--- src/rtl/i2c_master_arbiter.sv ---
// Round-robin arbiter sharing one i2c_master between NREQ requesters.
// Define I2C_ARB_FIXED_PRIORITY_EN for fixed lowest-index-wins arbitration.
module i2c_master_arbiter #(
  parameter int NREQ          = 2,
  parameter int START_TIMEOUT = 16
) (
  input  logic              clk,
  input  logic              rst,
  input  logic [NREQ-1:0]   req_valid,
  output logic [NREQ-1:0]   req_ready,
  input  logic [NREQ*8-1:0] req_nbytes,
  input  logic [NREQ*7-1:0] req_addr,
  input  logic [NREQ-1:0]   req_rw,
  input  logic [NREQ*8-1:0] req_write_data,
  output logic [NREQ-1:0]   req_tx_data_req,
  output logic [NREQ-1:0]   req_rx_data_ready,
  output logic [7:0]        rx_data,
  output logic [NREQ-1:0]   req_done,
  output logic [NREQ-1:0]   req_failed,
  output logic [2:0]        grant_id,
  output logic              busy,
  output logic              m_start,
  output logic [7:0]        m_nbytes,
  output logic [6:0]        m_addr,
  output logic              m_rw_mode,
  output logic [7:0]        m_write_data,
  input  logic [7:0]        m_read_data,
  input  logic              m_tx_data_req,
  input  logic              m_rx_data_ready,
  input  logic              m_idle,
  input  logic              m_tranfer_failed
);

  localparam logic [1:0] IDLE     = 2'd0;
  localparam logic [1:0] START    = 2'd1;
  localparam logic [1:0] WAIT_ACK = 2'd2;
  localparam logic [1:0] RUN      = 2'd3;

  localparam logic I2C_MODE_WRITE = 1'b0;

  localparam int CW = (START_TIMEOUT > 2) ? $clog2(START_TIMEOUT) : 1;
  localparam logic [CW-1:0] TO_LAST = CW'(START_TIMEOUT - 2);

  logic [1:0]      state;
  logic [2:0]      grant;
  logic            fail;
  logic [CW-1:0]   cnt;
  logic [2:0]      win;
  logic [NREQ-1:0] grant_oh;
  logic            active;
  logic [7:0]      sel_nbytes;
  logic [6:0]      sel_addr;
  logic            sel_rw;

`ifdef I2C_ARB_FIXED_PRIORITY_EN
  always_comb begin
    win = '0;
    for (int unsigned i = NREQ; i > 0; i--)
      if (req_valid[i-1]) win = 3'(i - 1);
  end
`else
  logic [2:0]      last_grant;
  logic [NREQ-1:0] rot;
  logic [3:0]      ofs;
  logic [3:0]      sum;

  // Rotate so bit 0 is last_grant+1; the lowest set bit is then the winner.
  always_comb begin
    rot = NREQ'({req_valid, req_valid} >> (4'(last_grant) + 4'd1));
    ofs = '0;
    for (int unsigned i = NREQ; i > 0; i--)
      if (rot[i-1]) ofs = 4'(i - 1);
    sum = 4'(last_grant) + 4'd1 + ofs;
    if (sum >= 4'(NREQ)) sum = sum - 4'(NREQ);
    win = sum[2:0];
  end
`endif

  always_comb begin
    active   = (state != IDLE);
    busy     = active;
    m_start  = (state == START);
    grant_id = grant;
    rx_data  = m_read_data;
    grant_oh = NREQ'(1) << grant;
    req_ready         = m_start ? grant_oh : '0;
    req_tx_data_req   = (active && m_tx_data_req) ? grant_oh : '0;
    req_rx_data_ready = (active && m_rx_data_ready) ? grant_oh : '0;
  end

  always_comb begin
    sel_nbytes   = '0;
    sel_addr     = '0;
    sel_rw       = I2C_MODE_WRITE;
    m_write_data = '0;
    for (int unsigned i = 0; i < NREQ; i++) begin
      if (win == 3'(i)) begin
        sel_nbytes = req_nbytes[i*8 +: 8];
        sel_addr   = req_addr[i*7 +: 7];
        sel_rw     = req_rw[i];
      end
      if (active && grant == 3'(i)) m_write_data = req_write_data[i*8 +: 8];
    end
  end

  always_ff @(posedge clk) begin
    if (rst) begin
      state      <= IDLE;
      grant      <= '0;
      fail       <= 1'b0;
      cnt        <= '0;
      m_nbytes   <= '0;
      m_addr     <= '0;
      m_rw_mode  <= I2C_MODE_WRITE;
      req_done   <= '0;
      req_failed <= '0;
`ifndef I2C_ARB_FIXED_PRIORITY_EN
      last_grant <= 3'(NREQ - 1);
`endif
    end else begin
      req_done   <= '0;
      req_failed <= '0;
      case (state)
        IDLE: begin
          if (m_idle && |req_valid) begin
            grant     <= win;
`ifndef I2C_ARB_FIXED_PRIORITY_EN
            last_grant <= win;
`endif
            m_nbytes  <= sel_nbytes;
            m_addr    <= sel_addr;
            m_rw_mode <= sel_rw;
            state     <= START;
          end
        end
        START: begin
          fail  <= 1'b0;
          cnt   <= '0;
          state <= WAIT_ACK;
        end
        WAIT_ACK: begin
          if (m_tranfer_failed) fail <= 1'b1;
          if (!m_idle) begin
            state <= RUN;
          end else if (cnt == TO_LAST) begin
            state      <= IDLE;
            req_failed <= grant_oh;
          end else begin
            cnt <= cnt + 1'b1;
          end
        end
        RUN: begin
          if (m_idle) begin
            state <= IDLE;
            if (fail || m_tranfer_failed) req_failed <= grant_oh;
            else                          req_done   <= grant_oh;
          end else if (m_tranfer_failed) begin
            fail <= 1'b1;
          end
        end
        default: state <= IDLE;
      endcase
    end
  end

endmodule

--- config.mk ---
export PLATFORM = sky130hd
export DESIGN_NAME = i2c_master_arbiter
export DESIGN_NICKNAME = d
export VERILOG_FILES = /design/src/rtl/i2c_master_arbiter.sv
export SDC_FILE = /design/constraint.sdc
export NUM_CORES = 1
export LEC_CHECK = 0
export CORE_ASPECT_RATIO = 0.7
export CORE_MARGIN = 10
export CORE_UTILIZATION = 42
export CTS_BUF_LIST = sky130_fd_sc_hd__clkbuf_2 sky130_fd_sc_hd__clkbuf_4 sky130_fd_sc_hd__clkbuf_8
export CTS_CLUSTER_DIAMETER = 100
export CTS_CLUSTER_SIZE = 40
export DETAILED_ROUTE_END_ITERATION = 16
export GPL_ROUTABILITY_DRIVEN = 0
export PLACE_DENSITY_LB_ADDON = 0.15
export REMOVE_ABC_BUFFERS = 1
export SETUP_SLACK_MARGIN = 0.4
export SYNTH_ARGS = -nofsm -noshare
export SYNTH_HDL_FRONTEND = slang
export SYNTH_SLANG_ARGS = --single-unit
--- constraint.sdc ---
create_clock -name clk -period 3.2 [get_ports clk]
set_clock_uncertainty 0.15 [all_clocks]
set_input_delay 0.32 -clock clk [delete_from_list [all_inputs] [get_ports clk]]
set_output_delay 0.32 -clock clk [all_outputs]
set_load 0.05 [all_outputs]
==> impl_metrics.toml, run 1 <==
[layout]
area_growth_pct = 50.9
final_cell_count_no_fill = 363
num_antenna_cells = 0
layout.nets = 379
final_util = 0.657
layout-drive-gt1-share = 0.149

[logic_synthesis]
syn_inst = 223
yosys_warnings = 0
synthArstFlopShare = 0
syn-cell-area_um2 = 1900
synth_top_area_share = 0.327
synthTopCellsByArea = "dfxtp_1 (33%), mux2_2 (9.5%), a21oi_1 (6.1%)"
synth.ff_latch_count = 31
synth.avg_cell_area_um2 = 8.51
synth-edff-count = 0
ys_top_cells_by_count = "dfxtp_1 (31), nand2_1 (26), a21oi_1 (23)"
ys_types = 38
synth_most_common_cell = "dfxtp_1"
yosysSeqAreaShare = 0.327
synth_ff_type = "dfxtp_1"
synth_top_area_cell = "dfxtp_1"

[power]
p_leak_nw = 1.10
p_int_mw = 0.973
clkPwrFrac = 0.211
p_sw_mw = 0.721
pwr_density_cell_nw_per_um2 = 592
vdd_drop_max_mv = 0.350
switching_share = 0.426
combPwrFrac = 0.520
sequentialPowerShare = 0.269

[detailed_routing]
drc = 0
drt-total-wl_um = 6020
ant_nets = 0
vias = 1907
drt_pass1_iterations = 4
vias_per_cell = 5.25
wl_per_cell_um = 16.6
drt_iter0_markers = 90

[floorplanning]
initial_core_util = 0.436
die_h_um = 76.2
core_um2 = 4350
die_w_um = 100
dieArea_um2 = 7650
io_pins = 111
placementRows = 20

[setup_path]
r2r_cells = 9
worstReg2RegEnd = "m_addr[6]$_SDFFE_PP0P_"
reg2reg_from = "grant_id[2]$_SDFFE_PP0P_"
crit_path_end = "m_write_data[5]"
cp-start-kind = "flip-flop"
critPathRequiredTime_ns = 2.73
crit_path_max_fanout = 9
critPathKind = "reg2out"
worstSetupEndpointType = "primary output"
rrSetupSlack_ns = 0.73
cp.arrival_ns = 2.19
cp-startpoint = "state[0]$_SDFFE_PP0P_"

[cts]
cts_buffer_depth = 2
cts_root_buffer = "clkbuf_8"
clk_pin_slew_worst_paths_ns = 0.07
htreeDepth = 2
cts_tree = "built"
numCtsBuffers = 5
clock-sinks = 31
clock_latency_ns = 0.29

[grt]
track_usage = 0.151
grt_pass1_wl_um = 9550
grt_max_degree = 21
grt_pass1_vias = 1857
overflow = 0
antenna_found_initial = 0

[sta]
max_freq_mhz = 376
setup_viol = 0
finalCritPeriodShare = 0.832
worst_hold_slack_ns = 0.303
slew_violations = 0
rsz0062_at_grt = "no"
hold_viol_final = 0
fin_ws_ns = 0.538
relSlewSlack = 0.648
tightest_slew_ns = 0.527
fin_setup_tns_ns = 0
fin_crit_ns = 2.66

[place]
portBuffers = 94
pre_cts_slack_ns = 0.402
place_inst = 353
dp_hpwl_um = 4700

[run]
maxCapViolCount = 0

[outcome]
status = "finished, final reports clean"

[min_path]
hp-class = "reg2reg"
sequential cells by signal, summed over array words and instances (netlist names):
signal	flops
grant_id	3
req_done	2
fail	1
last_grant	1
state	2
m_addr	7
req_failed	2
cnt	4
m_rw_mode	1
m_nbytes	8
power by group through the flow:
stage	Combinational (mW)	Sequential (mW)	Clock, mW
final	0.881	0.456	0.357
after global routing	0.942	0.461	0.382
after CTS	0.871	0.456	0.364
after detailed placement	0.895	0.464	0
after global placement	0.887	0.462	0
after floorplan	0.480	0.558	0
per-layer routing:
layer / vias up / track usage / routed length (µm)
met5: - / 0 / 0
met4: 0 / 0.0338 / 46
met3: 5 / 0.0716 / 605
met2: 89 / 0.231 / 2640
met1: 869 / 0.187 / 2730
li1: 944 / - / -
per-stage QoR:
step / instance area, µm² / total power, mW
6_report: 2860 / 1.69
5_1_grt: 2860 / 1.79
4_1_cts: 2860 / 1.69
3_5_place_dp: 2780 / 1.36
3_3_place_gp: 2780 / 1.35
2_1_floorplan: 1730 / 1.04
cell type report:
class | count | area [µm²]
Fill cell | 389 | 1490
Inverter | 8 | 30.0
Multi-Input combinational cell | 160 | 1080
Clock buffer | 8 | 104
Tap cell | 55 | 68.8
Timing Repair Buffer | 101 | 961
Sequential cell | 31 | 621
worst min-delay path by stage:
stage / from / endpoint / depth (start not counted)
after floorplan: rst / grant_id[1]$_SDFFE_PP0P_ / 1
after global routing: m_rw_mode$_SDFFE_PP0P_ / m_rw_mode$_SDFFE_PP0P_ / 2
after CTS: m_addr[1]$_SDFFE_PP0P_ / m_addr[1]$_SDFFE_PP0P_ / 2
final: m_addr[1]$_SDFFE_PP0P_ / m_addr[1]$_SDFFE_PP0P_ / 2
after detailed placement: m_addr[1]$_SDFFE_PP0P_ / m_addr[1]$_SDFFE_PP0P_ / 2
after global placement: m_addr[5]$_SDFFE_PP0P_ / m_addr[5]$_SDFFE_PP0P_ / 2
kinds of logic after synthesis:
family	Yosys count	synth area share
AND/OR/NAND/NOR	83	0.238
AO/OA/AOI/OAI	52	0.173
buffers and inverters	32	0.105
flip-flops	31	0.327
multiplexers	16	0.0950
adder cells (fa/ha/maj)	8	0.0528
XOR/XNOR	1	0.00858
timing repair:
action | 4_1_cts | 5_1_grt
pin swaps | 0 | 1
buffers inserted | 0 | 2
endpoints found under the setup margin | 12 | 10
resized for setup | 12 | 11
cloned | 0 | 0
hold buffers | 0 | 0
worst max-delay path, cell delays in order, from the launching register on:
cell,delay (ns)
dfxtp_1,0.40
inv_1,0.09
ha_1,0.27
nor4_4,0.27
buf_4,0.19
a22o_1,0.14
dlygate4sd2_1,0.54
cell usage in the layout (no fill, tap or decap), types with 3 or more instances in the layout:
master / n
clkbuf_2: 5
inv_1: 8
and2_1: 6
a22o_1: 8
nand2_1: 26
dlygate4sd2_1: 6
clkdlybuf4s50_1: 82
and3_1: 3
a21oi_1: 23
nor2_1: 8
ha_1: 8
clkbuf_8: 7
nand3_1: 16
nor2b_1: 3
buf_4: 7
nor3_1: 5
a211oi_1: 4
nand4_1: 3
dfxtp_1: 31
o21ai_0: 7
mux2_2: 16
nand3_2: 3
Power figures use the tool's default switching activity.
==> inputs of run 2 (changes only) <==
--- a/config.mk
+++ b/config.mk
@@ -7,7 +7,7 @@
 export LEC_CHECK = 0
 export CORE_ASPECT_RATIO = 0.7
 export CORE_MARGIN = 10
-export CORE_UTILIZATION = 42
+export CORE_UTILIZATION = 35
 export CTS_BUF_LIST = sky130_fd_sc_hd__clkbuf_2 sky130_fd_sc_hd__clkbuf_4 sky130_fd_sc_hd__clkbuf_8
 export CTS_CLUSTER_DIAMETER = 100
 export CTS_CLUSTER_SIZE = 40
==> constraint.sdc (replaced) <==
create_clock -name clk -period 2.25 [get_ports clk]
set_clock_uncertainty 0.15 [all_clocks]
set_input_delay 0.225 -clock clk [delete_from_list [all_inputs] [get_ports clk]]
set_output_delay 0.225 -clock clk [all_outputs]
set_load 0.05 [all_outputs]
==> run 2 against run 1 <==
Effect of this change: wire length is 10% higher; count of clock-buffer cells in the layout is 1 lower; sequential share of layout area is 3.1 points lower; register-to-register slack worse by 0.48 ns; via count is 4.1% higher; first-iteration DRC count is 33% lower; die area is 15% higher; setup slack worse by 0.28 ns; cell area is 18% higher; total power is 64% higher.
==> impl_metrics.toml, run 2 (synthesized netlist as in run 1, its figures left out) <==
[outcome]
status = "finished, final reports clean"

[setup_path]
crit_path_max_fanout = 12
reg2reg_from = "last_grant[0]$_SDFFE_PP1P_"
cp.arrival_ns = 2.02
cp_cell_sequence = "nand2_1 > nor2_1 > o21ai_1 > ha_2 > inv_2 > ha_4 > nor3b_4 > a21oi_4 > buf_12 > nand3_1 > a21oi_1"
path_buf_inv = 2
cpLargestDelayFamily = "simple AND/OR/NAND/NOR gates"
rrSetupSlack_ns = 0.25
r2r_cells = 11
critPathKind = "reg2reg"
cpPeakStageDelay_ns = 0.34
worstSetupEndpointType = "flip-flop"
crit_slowest_cell = "dfxtp_2"
critPathRequiredTime_ns = 2.27
worstReg2RegEnd = "m_addr[2]$_SDFFE_PP0P_"
cp-start-kind = "flip-flop"

[power]
vdd_drop_max_mv = 0.348
finalPower_mw = 2.77
pwr_density_cell_nw_per_um2 = 820
p_leak_nw = 1.39

[sta]
slew_violations = 0
max_freq_mhz = 501
tightest_slew_ns = 0.533
hold_viol_final = 0
fin_crit_ns = 2.00
setup_viol = 0
rsz0062_at_grt = "yes"
fin_setup_tns_ns = 0
fin_ws_ns = 0.254
finalCritPeriodShare = 0.887
relSlewSlack = 0.644

[place]
pre_cts_slack_ns = -0.370
portBuffers = 94
dp_hpwl_um = 4910

[detailed_routing]
ant_nets = 0
wl_met3_um = 456
drt_pass1_iterations = 4
drt_iter0_markers = 60
wl_per_cell_um = 16.5
drt-total-wl_um = 6660
drc = 0
m1WireLength_um = 3210
highest_layer = "met4"
vias_per_cell = 4.92
wl_met2_um = 2960
vias = 1986

[layout]
num_antenna_cells = 0
largest_reg_flops = 8
layout.nets = 403
final_common_cell = "clkdlybuf4s50_1"
area_growth_pct = 78.2
layout-drive-gt1-share = 0.304
final_util = 0.643
regMostFlops = "m_nbytes"
largestRegisters = "m_nbytes: 8 flops, m_addr: 7 flops, cnt: 4 flops"
layout_common_cells = "clkdlybuf4s50_1 (68), nand2_1 (26), dfxtp_1 (26)"

[grt]
overflow = 0
grt_pass1_vias = 1893
grt_pass1_wl_um = 10200
antenna_found_initial = 0
track_usage = 0.142
grt_max_degree = 21

[cts]
clock_latency_ns = 0.28
cts_root_buffer = "clkbuf_8"
numCtsBuffers = 5
clk_pin_slew_worst_paths_ns = 0.07
clock-sinks = 31
htreeDepth = 2
cts_tree = "built"
cts_buffer_depth = 2

[floorplanning]
initial_core_util = 0.361
dieArea_um2 = 8810
die_h_um = 81.6
io_pins = 111
placementRows = 22
die_w_um = 108
core_um2 = 5260

[min_path]
hold_start = "m_read_data[0]"
whs_path_depth = 0
hold_end = "rx_data[0]"
hp-class = "in2out"

[run]
maxCapViolCount = 0
-- run 2: report_power, final --
part           total (mW)  internal [mW]  switching (mW)
clock               0.494          0.278           0.216
sequential          0.647          0.609          0.0375
combinational        1.63          0.766           0.866
total                2.77           1.65            1.12
-- run 2: layout make-up --
class	instances	area (µm²)
multi-input combinational	161	1160
timing repair buffer	124	1370
fill	426	1880
inverter	8	30.0
tap	72	90.1
clock inverter	1	7.51
sequential	31	627
clock buffer	7	96.3
-- run 2: metrics by stage --
step / hold slack [ns] / instance area [µm²] / std cells
final: 0.300 / 3380 / 404
after global routing: 0.300 / 3380 / 404
after CTS: 0.301 / 3250 / 398
after detailed placement: 0.295 / 2990 / 379
after global placement: 0.291 / 2990 / 379
after floorplan: 0.144 / 1730 / 199
-- run 2: worst max-delay path by stage --
stage,slack (ns),end,from,cells past startpoint
after floorplan,-0.25,m_addr[0]$_SDFFE_PP0P_,grant_id[1]$_SDFFE_PP0P_,9
after global placement,-0.31,m_addr[5]$_SDFFE_PP0P_,req_valid[0],10
after detailed placement,-0.37,m_addr[3]$_SDFFE_PP0P_,req_valid[0],10
after CTS,0.22,m_addr[0]$_SDFFE_PP0P_,grant_id[1]$_SDFFE_PP0P_,10
after global routing,0.15,m_addr[5]$_SDFFE_PP0P_,last_grant[0]$_SDFFE_PP1P_,11
final,0.25,m_addr[2]$_SDFFE_PP0P_,last_grant[0]$_SDFFE_PP1P_,11
-- run 2: what timing repair did --
| item | CTS | global route |
|---|---|---|
| buffers inserted | 9 | 5 |
| gates cloned | 2 | 1 |
| setup endpoints to repair | 37 | 40 |
| hold buffers | 0 | 0 |
| gates resized for setup | 25 | 25 |
| pin swaps | 16 | 8 |
-- run 2: worst reg2reg max path, stage by stage, from the launching register on --
cell and delay [ns]:
dfxtp_2 0.34, nand2_1 0.05, nor2_1 0.04, o21ai_1 0.16, ha_2 0.21, inv_2 0.05, ha_4 0.22, nor3b_4 0.26
a21oi_4 0.11, buf_12 0.15, nand3_1 0.09, a21oi_1 0.06
-- run 2: layer usage --
layer | track usage | up-vias
met4 | 0.0293 | 0
met2 | 0.220 | 70
met1 | 0.188 | 918
met5 | 0 | -
li1 | - | 994
met3 | 0.0500 | 4
==> inputs of run 3 (changes only) <==
==> constraint.sdc (replaced) <==
create_clock -name clk -period 1.7 [get_ports clk]
set_clock_uncertainty 0.15 [all_clocks]
set_input_delay 0.17 -clock clk [delete_from_list [all_inputs] [get_ports clk]]
set_output_delay 0.17 -clock clk [all_outputs]
set_load 0.05 [all_outputs]
==> run 3 against run 2 <==
Effect of this change: the flow now finishes with violations (negative setup slack); die area unchanged; register-to-register slack worse by 0.51 ns; total power is 47% higher; via count grew 8.2%.
==> impl_metrics.toml, run 3 (synthesized netlist as in run 1, its figures left out) <==
[power]
finalPower_mw = 4.07
pwr_density_cell_nw_per_um2 = 1080
p_leak_nw = 1.49
vdd_drop_max_mv = 0.506

[cts]
numCtsBuffers = 5
postCtsHoldBufs = 0
cts_root_buffer = "clkbuf_8"
clock-sinks = 31
clk_pin_slew_worst_paths_ns = 0.07
cts_buffer_depth = 2
cts_tree = "built"
htreeDepth = 2
clock_latency_ns = 0.29

[layout]
layout.nets = 419
largestRegisters = "m_nbytes: 8 flops, m_addr: 7 flops, cnt: 4 flops"
final_util = 0.716
multi_input_area_um2 = 1360
layout_common_cells = "clkdlybuf4s50_1 (52), buf_4 (44), nand2_1 (24)"
layout-drive-gt1-share = 0.494
num_antenna_cells = 0
area_growth_pct = 98.5
regMostFlops = "m_nbytes"
regArea_um2 = 636
final_common_cell = "clkdlybuf4s50_1"
largest_reg_flops = 8
fillers = 389

[floorplanning]
initial_core_util = 0.361
io_pins = 111
dieArea_um2 = 8810
die_w_um = 108
die_h_um = 81.6
placementRows = 22
core_um2 = 5260

[sta]
worst_hold_slack_ns = 0.190
slew_violations = 0
hold_viol_final = 0
rsz0062_at_grt = "yes"
tightest_slew_ns = 0.412
relSlewSlack = 0.724
setup_viol = 32
fin_crit_ns = 1.96
max_freq_mhz = 510
fin_setup_tns_ns = -5.94
fin_ws_ns = -0.260
finalCritPeriodShare = 1.15

[outcome]
violations = "negative setup slack"
status = "complete, but fails checks"

[setup_path]
cp-start-kind = "flip-flop"
cp.arrival_ns = 1.99
crit_path_max_fanout = 16
worstSetupEndpointType = "flip-flop"
critPathKind = "reg2reg"
critPathRequiredTime_ns = 1.73
rrSetupSlack_ns = -0.26

[detailed_routing]
drt_iter0_markers = 105
drt-total-wl_um = 7320
ant_nets = 0
vias = 2148
wl_per_cell_um = 17.4
vias_per_cell = 5.11
drc = 0
drt_pass1_iterations = 4

[min_path]
hp-class = "in2out"

[grt]
grt_pass1_vias = 2205
antenna_found_initial = 0
track_usage = 0.160
grt_max_degree = 19
overflow = 0
grt_pass1_wl_um = 11200

[place]
pre_cts_slack_ns = -0.802
dp_hpwl_um = 5140
portBuffers = 94

[run]
maxCapViolCount = 0
[run 3: changes by cell type in the layout (fill, tap and decap cells not counted), moves of 7 or more]
cell             delta
buf_4              +21
buf_6              +12
buf_12              +7
clkdlybuf4s50_1    -16
[run 3: timing repair]
action,CTS,global route
pin swaps,28,18
endpoints found under the setup margin,48,50
resized for setup,61,35
buffers inserted,9,7
gates cloned,3,0
[run 3: layout make-up]
type                            count  area share
Clock buffer                        7      0.0223
Clock inverter                      1     0.00133
Inverter                            8     0.00930
Multi-Input combinational cell    161       0.360
Sequential cell                    31       0.169
Tap cell                           72      0.0239
Timing Repair Buffer              140       0.414
[run 3: per-layer routing]
layer | wire, µm | track usage
met5 | 0 | 0
met4 | 110 | 0.0532
met3 | 514 | 0.0625
met2 | 3580 | 0.270
met1 | 3120 | 0.182
[run 3: worst paths after layout]
path                               from                endpoint  cells past startpoint
max          last_grant[0]$_SDFFE_PP1P_  m_addr[6]$_SDFFE_PP0P_                     10
min                      m_read_data[0]              rx_data[0]                      0
max reg2reg  last_grant[0]$_SDFFE_PP1P_  m_addr[6]$_SDFFE_PP0P_                     10
min reg2reg      m_rw_mode$_SDFFE_PP0P_  m_rw_mode$_SDFFE_PP0P_                      2
[run 3: metrics by stage]
stage / instances / area [µm²]
floorplan: 199 / 1730
global placement: 393 / 3130
detailed placement: 393 / 3130
CTS: 413 / 3560
global route: 420 / 3770
finish: 420 / 3770
[run 3: critical path, cell delays in order (launching register included)]
cell     delay (ns)
dfxtp_2        0.33
nor3b_2        0.18
o21ai_1        0.08
ha_2           0.19
inv_2          0.06
ha_4           0.20
nor3b_4        0.25
a21oi_4        0.09
buf_12         0.16
nand3_1        0.09
a21oi_1        0.06
[run 3: power by group]
part	internal, mW	switching [mW]	leakage [nW]
clock	0.319	0.293	0.0491
combinational	1.30	1.29	1.19
sequential	0.807	0.0621	0.256
==> variant, RTL diff (flow settings as in run 1) <==
Register the output `req_failed` once more, cleared by the reset; this adds one clock of latency there. The other outputs are not delayed to match.
--- a/src/rtl/i2c_master_arbiter.sv
+++ b/src/rtl/i2c_master_arbiter.sv
@@ -41,4 +41,6 @@
   localparam int CW = (START_TIMEOUT > 2) ? $clog2(START_TIMEOUT) : 1;
   localparam logic [CW-1:0] TO_LAST = CW'(START_TIMEOUT - 2);
+
+  logic [NREQ-1:0] req_failed_s0;
 
   logic [1:0]      state;
@@ -114,5 +116,5 @@
       m_rw_mode  <= I2C_MODE_WRITE;
       req_done   <= '0;
-      req_failed <= '0;
+      req_failed_s0 <= '0;
 `ifndef I2C_ARB_FIXED_PRIORITY_EN
       last_grant <= 3'(NREQ - 1);
@@ -120,5 +122,5 @@
     end else begin
       req_done   <= '0;
-      req_failed <= '0;
+      req_failed_s0 <= '0;
       case (state)
         IDLE: begin
@@ -145,5 +147,5 @@
           end else if (cnt == TO_LAST) begin
             state      <= IDLE;
-            req_failed <= grant_oh;
+            req_failed_s0 <= grant_oh;
           end else begin
             cnt <= cnt + 1'b1;
@@ -153,5 +155,5 @@
           if (m_idle) begin
             state <= IDLE;
-            if (fail || m_tranfer_failed) req_failed <= grant_oh;
+            if (fail || m_tranfer_failed) req_failed_s0 <= grant_oh;
             else                          req_done   <= grant_oh;
           end else if (m_tranfer_failed) begin
@@ -164,4 +166,12 @@
   end
 
+  always_ff @(posedge clk) begin
+    if (rst) begin
+      req_failed <= '0;
+    end else begin
+      req_failed <= req_failed_s0;
+    end
+  end
+
 endmodule
 
Formal check against the unedited RTL: not equivalent (Yosys sat finds a counterexample within 10 cycles, from zero or initial values and one cycle with rst high).
==> variant against run 1 <==
Synthesized area rose by 7.3%. Worst setup slack better by 0.096 ns. Routed wire length decreased by 1.6%. Combinational power is 0.6% lower. Final area grew 3.8%. Sequential cell count increased by 2. Total power increased by 1.1%. Sequential power rose by 5.7%.
==> variant: results (changes against run 1) <==
| Metric | Value |
|---|---|
| Cell count after placement | 360 (+2.0%) |
| Hold path startpoint | req_failed_s0[0]$_SDFF_PP0_ |
| Number of buffers outside the clock class in the layout | 102 (+0.99%) |
| Total track usage | 14.5% (-0.63 points) |
| Dpl cell area | 2900 sq um (+4.5%) |
| Reg2reg path depth | 10 (+1) |
| Non-clock buffer area fraction after layout | 31.7% (-1.9 points) |
| Clock sink total | 33 (+6.5%) |
| Status | finished clean |
| Worst supply voltage drop on vdd | 0.322 mV (-7.9%) |
| Sequential fraction of total cell area | 22.2% (+0.54 points) |
| Mean number of vias per cell | 5.01 (-4.6%) |
| Detailed Place HPWL | 4570 um (-2.6%) |
| Largest fanout on the critical path | 8 (-1) |
| Min-Delay Path Depth | 1 (-1) |
| Overall via count from detail_route | 1,864 (-2.3%) |
| Met1 routed wirelength after detailed routing | 2630 um (-3.8%) |
| Share of final-layout standard cells stronger than drive strength 1 | 22.5% (+7.6 points) |
| CLK BUF | 7 (-1) |
| Largest net degree at the start of global routing | 20 (-4.8%) |
| Average footprint of a synthesized cell | 8.89 sq um (+4.5%) |
| Global-route wire length before repair | 9520 um (-0.36%) |
| Transition time at the pin with the least slew margin | 0.873 ns (+0.345 ns) |
| Critical register-to-register path endpoint | m_addr[5]$_SDFFE_PP0P_ |
| Arrival time of data at the critical path endpoint | 2.10 ns (-0.09 ns) |
| Number of nets in the finished design | 386 (+1.8%) |
| Multi-input comb cells | 163 (+1.9%) |
| Vias in the first global route | 1,820 (-2.0%) |
| Number of design-rule violations left by the first detailed-router iteration | 57 (-37%) |
| Detail Route met3 WL | 339 um (-44%) |
| Number of ordinary inverters in the final layout | 9 (+1) |
| Sum of met2 wire segment lengths after detailed routing | 2920 um (+11%) |
| Share of cell area taken by multi-input logic gates | 39.2% (+1.5 points) |
| Fill cell count | 408 (+4.9%) |
| Register-to-register path setup slack | 0.64 ns (-0.09 ns) |
| Synth top area cells | sky130_fd_sc_hd__dfxtp_1, sky130_fd_sc_hd__mux2_2, sky130_fd_sc_hd__nand2_1 |
==> variant: logic make-up (layout without fill, tap and decap cells) <==
logic type	after synthesis	after routing	synth area share (%)
mux	16	16	8.85
buf+inv	33	119	10.4
simple gates	84	84	23.2
flops	33	33	32.5
xor+xnor	1	1	0.799
fa+ha+maj	8	8	4.92
compound gates	54	54	19.4
==> variant: how the worst max path moves through the flow <==
stage	startpoint	endpoint
2_1_floorplan	grant_id[2]$_SDFFE_PP0P_	m_addr[2]$_SDFFE_PP0P_
3_3_place_gp	state[0]$_SDFFE_PP0P_	req_rx_data_ready[0]
3_5_place_dp	req_valid[0]	m_nbytes[0]$_SDFFE_PP0P_
4_1_cts	state[0]$_SDFFE_PP0P_	m_write_data[1]
5_1_grt	grant_id[2]$_SDFFE_PP0P_	m_addr[5]$_SDFFE_PP0P_
6_report	state[0]$_SDFFE_PP0P_	busy
==> variant: worst max-delay path: stages (launching register included) <==
cell and delay (ns):
sky130_fd_sc_hd__dfxtp_1 0.41, sky130_fd_sc_hd__inv_1 0.09, sky130_fd_sc_hd__ha_1 0.35, sky130_fd_sc_hd__inv_1 0.13
sky130_fd_sc_hd__clkdlybuf4s50_1 0.82
==> variant: report_power, final <==
group / total (mW) / internal, mW / switching, mW
clock: 0.354 / 0.194 / 0.159
sequential: 0.482 / 0.451 / 0.0306
combinational: 0.876 / 0.329 / 0.547
==> variant: metal layers <==
metal,vias to the layer above,global-route usage [%]
li1,963,-
met1,851,18.3
met2,45,23.1
met3,5,5.42
met4,0,2.91
met5,-,0
==> variant: timing repair <==
| item | 4_1_cts | 5_1_grt |
|---|---|---|
| pin swaps | 1 | 1 |
| gates cloned | 0 | 0 |
| setup buffers | 1 | 3 |
| setup endpoints to repair | 12 | 28 |
| gates resized for setup | 13 | 23 |
